**src/rtl/load_store_unit_pkg.sv**
```systemverilog
// Shared pipeline definitions for the load/store unit.
// Holds the data/address width, the destination register index width, the
// funct3 size encodings, the LSU state encoding and a funct3 legality helper.
package load_store_unit_pkg;

    localparam int unsigned WIDTH   = 32;
    localparam int unsigned REGADDR = 5;

    typedef enum logic [2:0] {
        F_LB  = 3'b000,
        F_LH  = 3'b001,
        F_LW  = 3'b010,
        F_LBU = 3'b100,
        F_LHU = 3'b101
    } size_t;

    typedef enum logic [1:0] {
        IDLE,
        REQ,
        WAIT,
        DONE
    } lsu_state_t;

    // Only the five B/H/W/BU/HU encodings start a memory access.
    function automatic logic is_legal_size(input logic [2:0] funct3);
        return (funct3 == F_LB) || (funct3 == F_LH) || (funct3 == F_LW) ||
               (funct3 == F_LBU) || (funct3 == F_LHU);
    endfunction

endpackage

```
**src/rtl/load_store_unit_align.sv**
```systemverilog
// Combinational formatting unit for the load/store unit.
// Store side: replicates store data across byte lanes, builds the write mask,
//   and flags misaligned halfword/word accesses and legal funct3 codes.
// Load side: selects the addressed byte/halfword of the returned word and
//   sign- or zero-extends it according to funct3.
// Ports:
//   st_funct3, st_offset, st_data -> st_wdata, st_wmask, misaligned, legal_size
//   ld_funct3, ld_offset, ld_rdata -> ld_data
module lsu_align
    import load_store_unit_pkg::*;
(
    input  logic [2:0]       st_funct3,
    input  logic [1:0]       st_offset,
    input  logic [WIDTH-1:0] st_data,
    output logic [WIDTH-1:0] st_wdata,
    output logic [3:0]       st_wmask,
    output logic             misaligned,
    output logic             legal_size,
    input  logic [2:0]       ld_funct3,
    input  logic [1:0]       ld_offset,
    input  logic [WIDTH-1:0] ld_rdata,
    output logic [WIDTH-1:0] ld_data
);

    logic [7:0]  ld_byte;
    logic [15:0] ld_half;

    // Access size is carried by funct3[1:0]; bit 2 only selects zero-extension.
    always_comb begin
        legal_size = is_legal_size(st_funct3);
        misaligned = 1'b0;
        st_wdata   = st_data;
        st_wmask   = '0;
        case (st_funct3[1:0])
            2'b00: begin
                st_wdata = {(WIDTH/8){st_data[7:0]}};
                st_wmask = 4'b0001 << st_offset;
            end
            2'b01: begin
                st_wdata   = {(WIDTH/16){st_data[15:0]}};
                st_wmask   = 4'b0011 << st_offset;
                misaligned = st_offset[0];
            end
            2'b10: begin
                st_wmask   = 4'b1111;
                misaligned = (st_offset != 2'b00);
            end
            default: begin
                st_wmask = '0;
            end
        endcase
    end

    always_comb begin
        ld_byte = ld_rdata[{ld_offset, 3'b000} +: 8];
        ld_half = ld_rdata[{ld_offset[1], 4'b0000} +: 16];
        case (size_t'(ld_funct3))
            F_LB:    ld_data = {{(WIDTH-8){ld_byte[7]}}, ld_byte};
            F_LH:    ld_data = {{(WIDTH-16){ld_half[15]}}, ld_half};
            F_LBU:   ld_data = {{(WIDTH-8){1'b0}}, ld_byte};
            F_LHU:   ld_data = {{(WIDTH-16){1'b0}}, ld_half};
            default: ld_data = ld_rdata;
        endcase
    end

endmodule

```
**src/rtl/load_store_unit.sv**
```systemverilog
// Load/store unit between execute and data memory.
// Accepts one memory op from execute, issues a valid/ready request to data
// memory, waits for read data on loads and returns a one-cycle writeback beat.
// Ports:
//   clk, rst                       clock, async active-high reset
//   ex_*                           op from execute (valid, load, store, funct3,
//                                  addr, wdata, rd)
//   flush                          kill the in-flight op
//   lsu_stall                      hold upstream stages
//   misalign_exc, misalign_addr    misaligned access report (combinational)
//   dmem_req_*, dmem_we/addr/wdata/wmask   memory request channel
//   dmem_rsp_valid, dmem_rdata     memory read response
//   wb_valid, wb_rd, wb_data       load writeback beat
module load_store_unit
    import load_store_unit_pkg::*;
#(
    parameter int unsigned WIDTH   = load_store_unit_pkg::WIDTH,
    parameter int unsigned REGADDR = load_store_unit_pkg::REGADDR
) (
    input  logic               clk,
    input  logic               rst,
    input  logic               ex_valid,
    input  logic               ex_load,
    input  logic               ex_store,
    input  logic [2:0]         ex_funct3,
    input  logic [WIDTH-1:0]   ex_addr,
    input  logic [WIDTH-1:0]   ex_wdata,
    input  logic [REGADDR-1:0] ex_rd,
    input  logic               flush,
    output logic               lsu_stall,
    output logic               misalign_exc,
    output logic [WIDTH-1:0]   misalign_addr,
    output logic               dmem_req_valid,
    input  logic               dmem_req_ready,
    output logic               dmem_we,
    output logic [WIDTH-1:0]   dmem_addr,
    output logic [WIDTH-1:0]   dmem_wdata,
    output logic [3:0]         dmem_wmask,
    input  logic               dmem_rsp_valid,
    input  logic [WIDTH-1:0]   dmem_rdata,
    output logic               wb_valid,
    output logic [REGADDR-1:0] wb_rd,
    output logic [WIDTH-1:0]   wb_data
);

    lsu_state_t state;
    logic       op_load;
    logic [1:0] op_offset;
    logic [2:0] op_funct3;
    logic       drop;

    logic             op_present;
    logic             accept;
    logic [WIDTH-1:0] st_wdata;
    logic [3:0]       st_wmask;
    logic             misaligned;
    logic             legal_size;
    logic [WIDTH-1:0] ld_data;

    lsu_align u_align (
        .st_funct3  (ex_funct3),
        .st_offset  (ex_addr[1:0]),
        .st_data    (ex_wdata),
        .st_wdata   (st_wdata),
        .st_wmask   (st_wmask),
        .misaligned (misaligned),
        .legal_size (legal_size),
        .ld_funct3  (op_funct3),
        .ld_offset  (op_offset),
        .ld_rdata   (dmem_rdata),
        .ld_data    (ld_data)
    );

    assign op_present = ex_valid && (ex_load || ex_store);
    assign accept     = (state == IDLE) && op_present && legal_size && !misaligned && !flush;

    // Stall already in the IDLE cycle that accepts an op so upstream holds it;
    // released in DONE, where upstream advances.
    assign lsu_stall      = accept || (state == REQ) || (state == WAIT);
    assign dmem_req_valid = (state == REQ);
    assign misalign_exc   = (state == IDLE) && op_present && legal_size && misaligned && !flush;
    assign misalign_addr  = misalign_exc ? ex_addr : '0;
    // Dropped ops never reach DONE, so only a flush in DONE itself gates here.
    assign wb_valid       = (state == DONE) && op_load && !flush;

    always_ff @(posedge clk or posedge rst) begin
        if (rst) begin
            state      <= IDLE;
            op_load    <= 1'b0;
            op_offset  <= '0;
            op_funct3  <= '0;
            drop       <= 1'b0;
            dmem_we    <= 1'b0;
            dmem_addr  <= '0;
            dmem_wdata <= '0;
            dmem_wmask <= '0;
            wb_rd      <= '0;
            wb_data    <= '0;
        end else begin
            case (state)
                IDLE: begin
                    if (accept) begin
                        op_load    <= ex_load;
                        op_offset  <= ex_addr[1:0];
                        op_funct3  <= ex_funct3;
                        wb_rd      <= ex_rd;
                        drop       <= 1'b0;
                        dmem_we    <= !ex_load;
                        dmem_addr  <= {2'b00, ex_addr[WIDTH-1:2]};
                        dmem_wdata <= ex_load ? '0 : st_wdata;
                        dmem_wmask <= ex_load ? '0 : st_wmask;
                        state      <= REQ;
                    end
                end
                REQ: begin
                    if (dmem_req_ready) begin
                        if (op_load) begin
                            drop  <= flush;
                            state <= WAIT;
                        end else begin
                            state <= flush ? IDLE : DONE;
                        end
                    end else if (flush) begin
                        state <= IDLE;
                    end
                end
                WAIT: begin
                    if (flush) begin
                        drop <= 1'b1;
                    end
                    if (dmem_rsp_valid) begin
                        if (drop || flush) begin
                            state <= IDLE;
                        end else begin
                            wb_data <= ld_data;
                            state   <= DONE;
                        end
                    end
                end
                DONE: begin
                    state <= IDLE;
                end
                default: begin
                    state <= IDLE;
                end
            endcase
        end
    end

endmodule

```
**config.mk**
```make
export PLATFORM = sky130hd
export DESIGN_NAME = load_store_unit
export DESIGN_NICKNAME = d
export VERILOG_FILES = /design/src/rtl/load_store_unit_pkg.sv /design/src/rtl/load_store_unit_align.sv /design/src/rtl/load_store_unit.sv
export SDC_FILE = /design/constraint.sdc
export NUM_CORES = 1
export LEC_CHECK = 0
export ABC_CLOCK_PERIOD_IN_PS = 4470
export CORE_MARGIN = 5
export CORE_UTILIZATION = 35
export DETAILED_ROUTE_END_ITERATION = 10
export PLACE_DENSITY = 0.67
export SETUP_SLACK_MARGIN = 0.4
export SYNTH_ARGS = -nofsm -noshare
export SYNTH_HDL_FRONTEND = slang
export SYNTH_HIERARCHICAL = 1
export SYNTH_SLANG_ARGS = --single-unit
```
**constraint.sdc**
```tcl
create_clock -name clk -period 4.47 [get_ports clk]
set_clock_uncertainty 0.15 [all_clocks]
set_input_delay 1.1175 -clock clk [delete_from_list [all_inputs] [get_ports clk]]
set_output_delay 1.1175 -clock clk [all_outputs]
set_load 0.005 [all_outputs]
```
==> results.json, run 1 <==
{
  "outcome": "complete, no violations",
  "hp-class": "flip-flop to flip-flop",
  "fin_setup_tns_ns": 0,
  "critical_path_required_ns": 3.20,
  "diodes": 0,
  "synth_ff_type": "dfrtp_1",
  "synth-edff-count": 0,
  "cts_max_path_buffers": 2,
  "fin_nets": 966,
  "instances_no_fill": 1082,
  "final_common_cell": "clkdlybuf4s50_1",
  "placedCellCount": 1039,
  "yosys-top-cells-area": "dfrtp_1, mux2_2, nand2_1",
  "drive_gt1_frac": 0.210,
  "antenna_found_initial": 0,
  "power.density_nw_per_um2": 570,
  "relSlewSlack": 0.383,
  "grt_max_degree": 114,
  "maxSlewViolCount": 0,
  "fmax_mhz": 246,
  "synthCells": 598,
  "synth_top_area_frac": 0.456,
  "fin_ws_ns": 0.405,
  "wirelength_um": 19500,
  "cp_top_family": "buffers and inverters",
  "ys_seq_elements": 113,
  "post-route-min-period_ns": 4.07,
  "ys_warn_count": 6,
  "drtIter0Drc": 219,
  "avgSynthCellArea_um2": 10.4,
  "finalSetupViolCount": 0,
  "setup.worst_path.end_class": "output pin",
  "final_area_um2": 9580,
  "ys_seq_area_frac": 0.456,
  "syn_area_um2": 6190,
  "clk_latency_ns": 0.40,
  "grt.overflow.total": 0,
  "dp_slack_ns": -0.281,
  "initial_core_util": 0.357,
  "clk_pin_slew_ns": 0.05,
  "dieWidth_um": 143,
  "path_buf_inv": 10,
  "cts_made_buffers": 17,
  "vias": 5335,
  "p_leak_nw": 4.29,
  "final-hold-violation-count": 0,
  "dieArea_um2": 20500,
  "hold_buffers": 0,
  "io_buffer_count": 251,
  "rsz0062_at_grt": "true",
  "drt-wirelength-per-cell_um": 18.0,
  "post-route-period-util": 0.909,
  "maxCapViolCount": 0,
  "path_cells": "buf_12 > inv_8 > ha_4 > inv_2 > o21ai_2 > nand4b_1 > buf_4 > nor3b_4 > buf_4 > buf_6 > buf_6 > buf_6 > buf_6 > and2_4 > buf_6",
  "grt_pass1_wl_um": 30500,
  "drc": 0,
  "critPathArrivalTime_ns": 2.80,
  "n_fill_cell": 1528,
  "cts-root-buf": "clkbuf_16",
  "most-common-layout-cells": "clkdlybuf4s50_1, dfrtp_1, nand2_1",
  "seq_area_um2": 2830,
  "cts.sinks": 113,
  "critPathMaxStageDelay_ns": 0.19,
  "ys_types": 48,
  "gp_congestion": 0.861,
  "multiInputGateArea_um2": 3130,
  "io_pins": 254,
  "vdd_drop_max_v": 0.000279,
  "worstSetupPathType": "input pin to output pin",
  "coreArea_um2": 17400,
  "dp_hpwl_um": 14300,
  "timing.critical_path.mode_cell": "buf_6",
  "area_growth_pct": 54.7,
  "cp_max_fo": 5,
  "async_flop_share": 1.00,
  "grt_usage": 0.190,
  "via_per_inst": 4.93,
  "worst_pin_slew_ns": 0.925,
  "synth_top_area_cell": "dfrtp_1",
  "first_global_vias": 5583,
  "crit_slowest_cell": "nor3b_4",
  "cts.htree.levels": 4,
  "startpoint_type": "input pin",
  "postRouteAntennaNets": 0,
  "firstDrtPassIters": 4,
  "rows": 48,
  "die_height_um": 143,
  "placed_cell_area_um2": 8890,
  "cts_tree": "yes"
}
-- path summary, 6_finish.rpt --
path                       cells past startpoint           endpoint  slack (ns)           start
max                                           15  misalign_addr[10]        0.40    ex_funct3[0]
min                                            2     dmem_wdata[14]        0.32  dmem_wdata[14]
max reg2reg                                   10      dmem_addr[24]        1.35        state[0]
min reg2reg                                    2     dmem_wdata[14]        0.32  dmem_wdata[14]
max in group asynchronous                      3     dmem_wdata[21]        2.64             rst
min in group asynchronous                      3         wb_data[4]        1.10             rst
-- flip-flops by register name, indices dropped and copies added (netlist names) --
name / flops
dmem_wdata: 32
wb_data: 32
dmem_addr: 30
wb_rd: 5
dmem_wmask: 4
op_funct3: 3
op_offset: 2
state: 2
dmem_we: 1
drop: 1
op_load: 1
-- worst register-to-register path, stage by stage (launching register included) --
cell and delay, ns:
dfrtp_1 0.43, inv_1 0.12, ha_1 0.26, nand4b_1 0.13
buf_4 0.12, buf_4 0.09, buf_4 0.08, or3_4 0.11
buf_4 0.26, buf_4 0.74, mux2_2 0.51
-- cell families after synthesis --
group	share of synthesized area
AND/OR/NAND/NOR	0.160
AO/OA/AOI/OAI	0.131
flip-flops	0.456
multiplexers	0.184
buffers and inverters	0.0497
adder cells (fa/ha/maj)	0.0182
other	0.000605
-- Yosys cell counts (all sizes together) (7+ instances only) --
library cell and n:
a21o 7, a21oi 7, a22o 8, a22oi 9, and2 34, buf 29
clkbuf 25, dfrtp 113, ha 9, inv 8, mux2 85, mux2i 17
nand2 84, nand2b 38, nand3b 7, nor2 9, nor2b 11, o211ai 18
o21ai 49, o22a 7
-- per-stage QoR --
step	hold WS, ns	total power, mW	utilization
after CTS	0.331	5.53	0.548
after global placement	0.314	4.12	0.512
final	0.324	5.46	0.552
after global routing	0.347	5.83	0.552
after detailed placement	0.319	4.21	0.512
after floorplan	0.323	2.91	-
-- final cells by class --
class                           instances  area share
Clock buffer                           20      0.0466
Clock inverter                         11      0.0120
Inverter                                9     0.00522
Multi-Input combinational cell        423       0.327
Sequential cell                       113       0.295
Tap cell                              225      0.0294
Timing Repair Buffer                  281       0.285
-- power breakdown --
part / internal [mW] / switching [mW]
sequential: 1.47 / 0.355
combinational: 1.43 / 0.913
clock: 0.825 / 0.466
total: 3.73 / 1.73
-- routing by layer --
metal / GRT usage / share of wire
met5: 0 / 0
met4: 0.0855 / 0.028
met3: 0.0486 / 0.060
met2: 0.309 / 0.51
met1: 0.238 / 0.41
-- timing repair --
| action | 4_1_cts | 5_1_grt |
|---|---|---|
| pin swaps | 4 | 6 |
| endpoints found under the setup margin | 34 | 33 |
| cloned | 1 | 1 |
| resized for setup | 58 | 69 |
| setup buffers | 5 | 5 |
Note: power is estimated with default switching activity, not from simulation.
==> inputs of run 2 (changes only) <==
--- a/config.mk
+++ b/config.mk
@@ -6,9 +6,10 @@
 export NUM_CORES = 1
 export LEC_CHECK = 0
 export ABC_CLOCK_PERIOD_IN_PS = 4470
-export CORE_MARGIN = 5
+export CORE_MARGIN = 2
 export CORE_UTILIZATION = 35
 export DETAILED_ROUTE_END_ITERATION = 10
+export GPL_TIMING_DRIVEN = 1
 export PLACE_DENSITY = 0.67
 export SETUP_SLACK_MARGIN = 0.4
 export SYNTH_ARGS = -nofsm -noshare
==> results.json, run 2 (same netlist as run 1, synthesis figures left out) <==
{
  "final-hold-violation-count": 0,
  "io_pins": 254,
  "startpoint_type": "input pin",
  "grt_pass1_wl_um": 29500,
  "cts_max_path_buffers": 2,
  "post-route-period-util": 0.906,
  "drc": 0,
  "path_buf_inv": 6,
  "outcome": "complete, no violations",
  "coreArea_um2": 17300,
  "gp_congestion": 0.867,
  "rows": 48,
  "via_per_inst": 4.90,
  "maxSlewViolCount": 0,
  "top_regs": "dmem_wdata x32, wb_data x32, dmem_addr x30",
  "drive_gt1_frac": 0.222,
  "grt.overflow.total": 0,
  "crit_slowest_cell": "clkdlybuf4s50_1",
  "rsz0062_at_grt": "true",
  "cts_tree": "yes",
  "dieArea_um2": 18800,
  "final_common_cell": "clkdlybuf4s50_1",
  "grt_usage": 0.204,
  "cts.sinks": 113,
  "post-route-min-period_ns": 4.05,
  "wirelength_um": 18800,
  "dp_slack_ns": -0.258,
  "clk_latency_ns": 0.40,
  "area_growth_pct": 55.0,
  "p_total_mw": 5.63,
  "vdd_drop_max_v": 0.000297,
  "critPathArrivalTime_ns": 2.78,
  "hp-class": "flip-flop to flip-flop",
  "most-common-layout-cells": "clkdlybuf4s50_1, dfrtp_1, nand2_1",
  "dp_hpwl_um": 13700,
  "final_area_um2": 9600,
  "die_height_um": 137,
  "antenna_found_initial": 0,
  "maxCapViolCount": 0,
  "fin_ws_ns": 0.419,
  "pwr-share-comb": 0.416,
  "fin_nets": 967,
  "first_global_vias": 5488,
  "dieWidth_um": 137,
  "clk_pin_slew_ns": 0.05,
  "vias": 5307,
  "postRouteAntennaNets": 0,
  "drt-wirelength-per-cell_um": 17.4,
  "worstSetupPathType": "input pin to output pin",
  "swShare": 0.306,
  "cp_top_family": "buffers and inverters",
  "clkPwrFrac": 0.260,
  "p_leak_nw": 4.31,
  "cts-root-buf": "clkbuf_16",
  "setup.worst_path.end_class": "output pin",
  "drtIter0Drc": 312,
  "critPathMaxStageDelay_ns": 0.50,
  "path_cells": "clkdlybuf4s50_1 > nand4b_1 > buf_4 > nor3b_4 > buf_6 > buf_4 > buf_8 > and2_4 > clkdlybuf4s15_1",
  "internal-power_mw": 3.91,
  "diodes": 0,
  "power.density_nw_per_um2": 586,
  "firstDrtPassIters": 5,
  "cp_max_fo": 10,
  "relSlewSlack": 0.237,
  "finalSetupViolCount": 0,
  "cts_made_buffers": 17,
  "cts.htree.levels": 4,
  "timing.critical_path.mode_cell": "buf_4",
  "worst_pin_slew_ns": 1.14,
  "power_frac_seq": 0.324,
  "grt_max_degree": 117,
  "critical_path_required_ns": 3.20,
  "fmax_mhz": 247,
  "placed_cell_area_um2": 8880,
  "io_buffer_count": 251,
  "power.net_switching_mw": 1.72,
  "initial_core_util": 0.358
}
-- run 2: cell types whose count changed in the layout (fill, tap and decap cells not counted), sizes merged --
| cell | previous run | this run |
|---|---|---|
| buf | 33 | 41 |
| clkdlybuf4s15 | 7 | 2 |
| bufinv | 2 | 5 |
| clkinvlp | 5 | 2 |
| dlymetal6s2s | 3 | 1 |
| clkbuf | 36 | 35 |
| clkdlybuf4s50 | 210 | 211 |
| dlygate4sd2 | 12 | 11 |
-- run 2: worst reg2reg max path: stages (launching register included) --
cell and delay [ns]:
dfrtp_1 0.42, inv_1 0.15, ha_1 0.25, nand4b_1 0.15, buf_4 0.16, buf_4 0.12, or3_4 0.36, buf_4 0.15
buf_4 0.45, a221o_1 0.54, mux2_4 0.31
-- run 2: cell type report --
| cell class | count | area, um^2 |
|---|---|---|
| Timing Repair Buffer | 282 | 2680 |
| Fill cell | 1499 | 7690 |
| Tap cell | 225 | 282 |
| Clock inverter | 11 | 186 |
| Clock buffer | 19 | 453 |
| Sequential cell | 113 | 2830 |
| Inverter | 9 | 45.0 |
| Multi-Input combinational cell | 423 | 3130 |
-- run 2: power groups by stage --
stage	Sequential, mW	Clock, mW	Combinational (mW)
2_1_floorplan	1.75	0	1.16
3_3_place_gp	1.80	0	2.30
3_5_place_dp	1.84	0	2.36
4_1_cts	1.82	1.50	2.37
5_1_grt	1.89	1.55	2.56
6_report	1.82	1.47	2.34
-- run 2: through the flow --
stage               instances  hold WS, ns  setup TNS (ns)   util
floorplan                 599        0.323               0      -
global placement         1039        0.314           -5.78  0.513
detailed placement       1039        0.320           -7.95  0.513
CTS                      1080        0.331               0  0.556
global route             1082        0.357               0  0.555
finish                   1082        0.327               0  0.555
-- run 2: routing by layer --
metal | vias to the layer above | global-route usage | wire length [um]
li1 | 2562 | - | -
met1 | 2555 | 0.250 | 7640
met2 | 163 | 0.347 | 9750
met3 | 27 | 0.0630 | 1110
met4 | 0 | 0.0544 | 312
met5 | - | 0 | 0
-- run 2: path summary, 6_finish.rpt --
kind / to / slack (ns) / start / depth (start not counted)
hold reg to reg: dmem_wdata[10] / 0.33 / dmem_wdata[10] / 2
min in group asynchronous: dmem_addr[20] / 1.00 / rst / 2
max in group asynchronous: wb_data[20] / 2.42 / rst / 3
setup reg to reg: state[0] / 1.16 / state[1] / 10
setup / recovery: misalign_addr[26] / 0.42 / ex_valid / 9
hold / removal: dmem_wdata[10] / 0.33 / dmem_wdata[10] / 2
-- run 2: repair_timing --
action                                  in CTS  in global routing
setup buffers                                9                  2
pin swaps                                    5                  5
hold buffers                                 0                  0
gates resized for setup                     92                 46
cloned                                       2                  0
endpoints found under the setup margin      34                 33
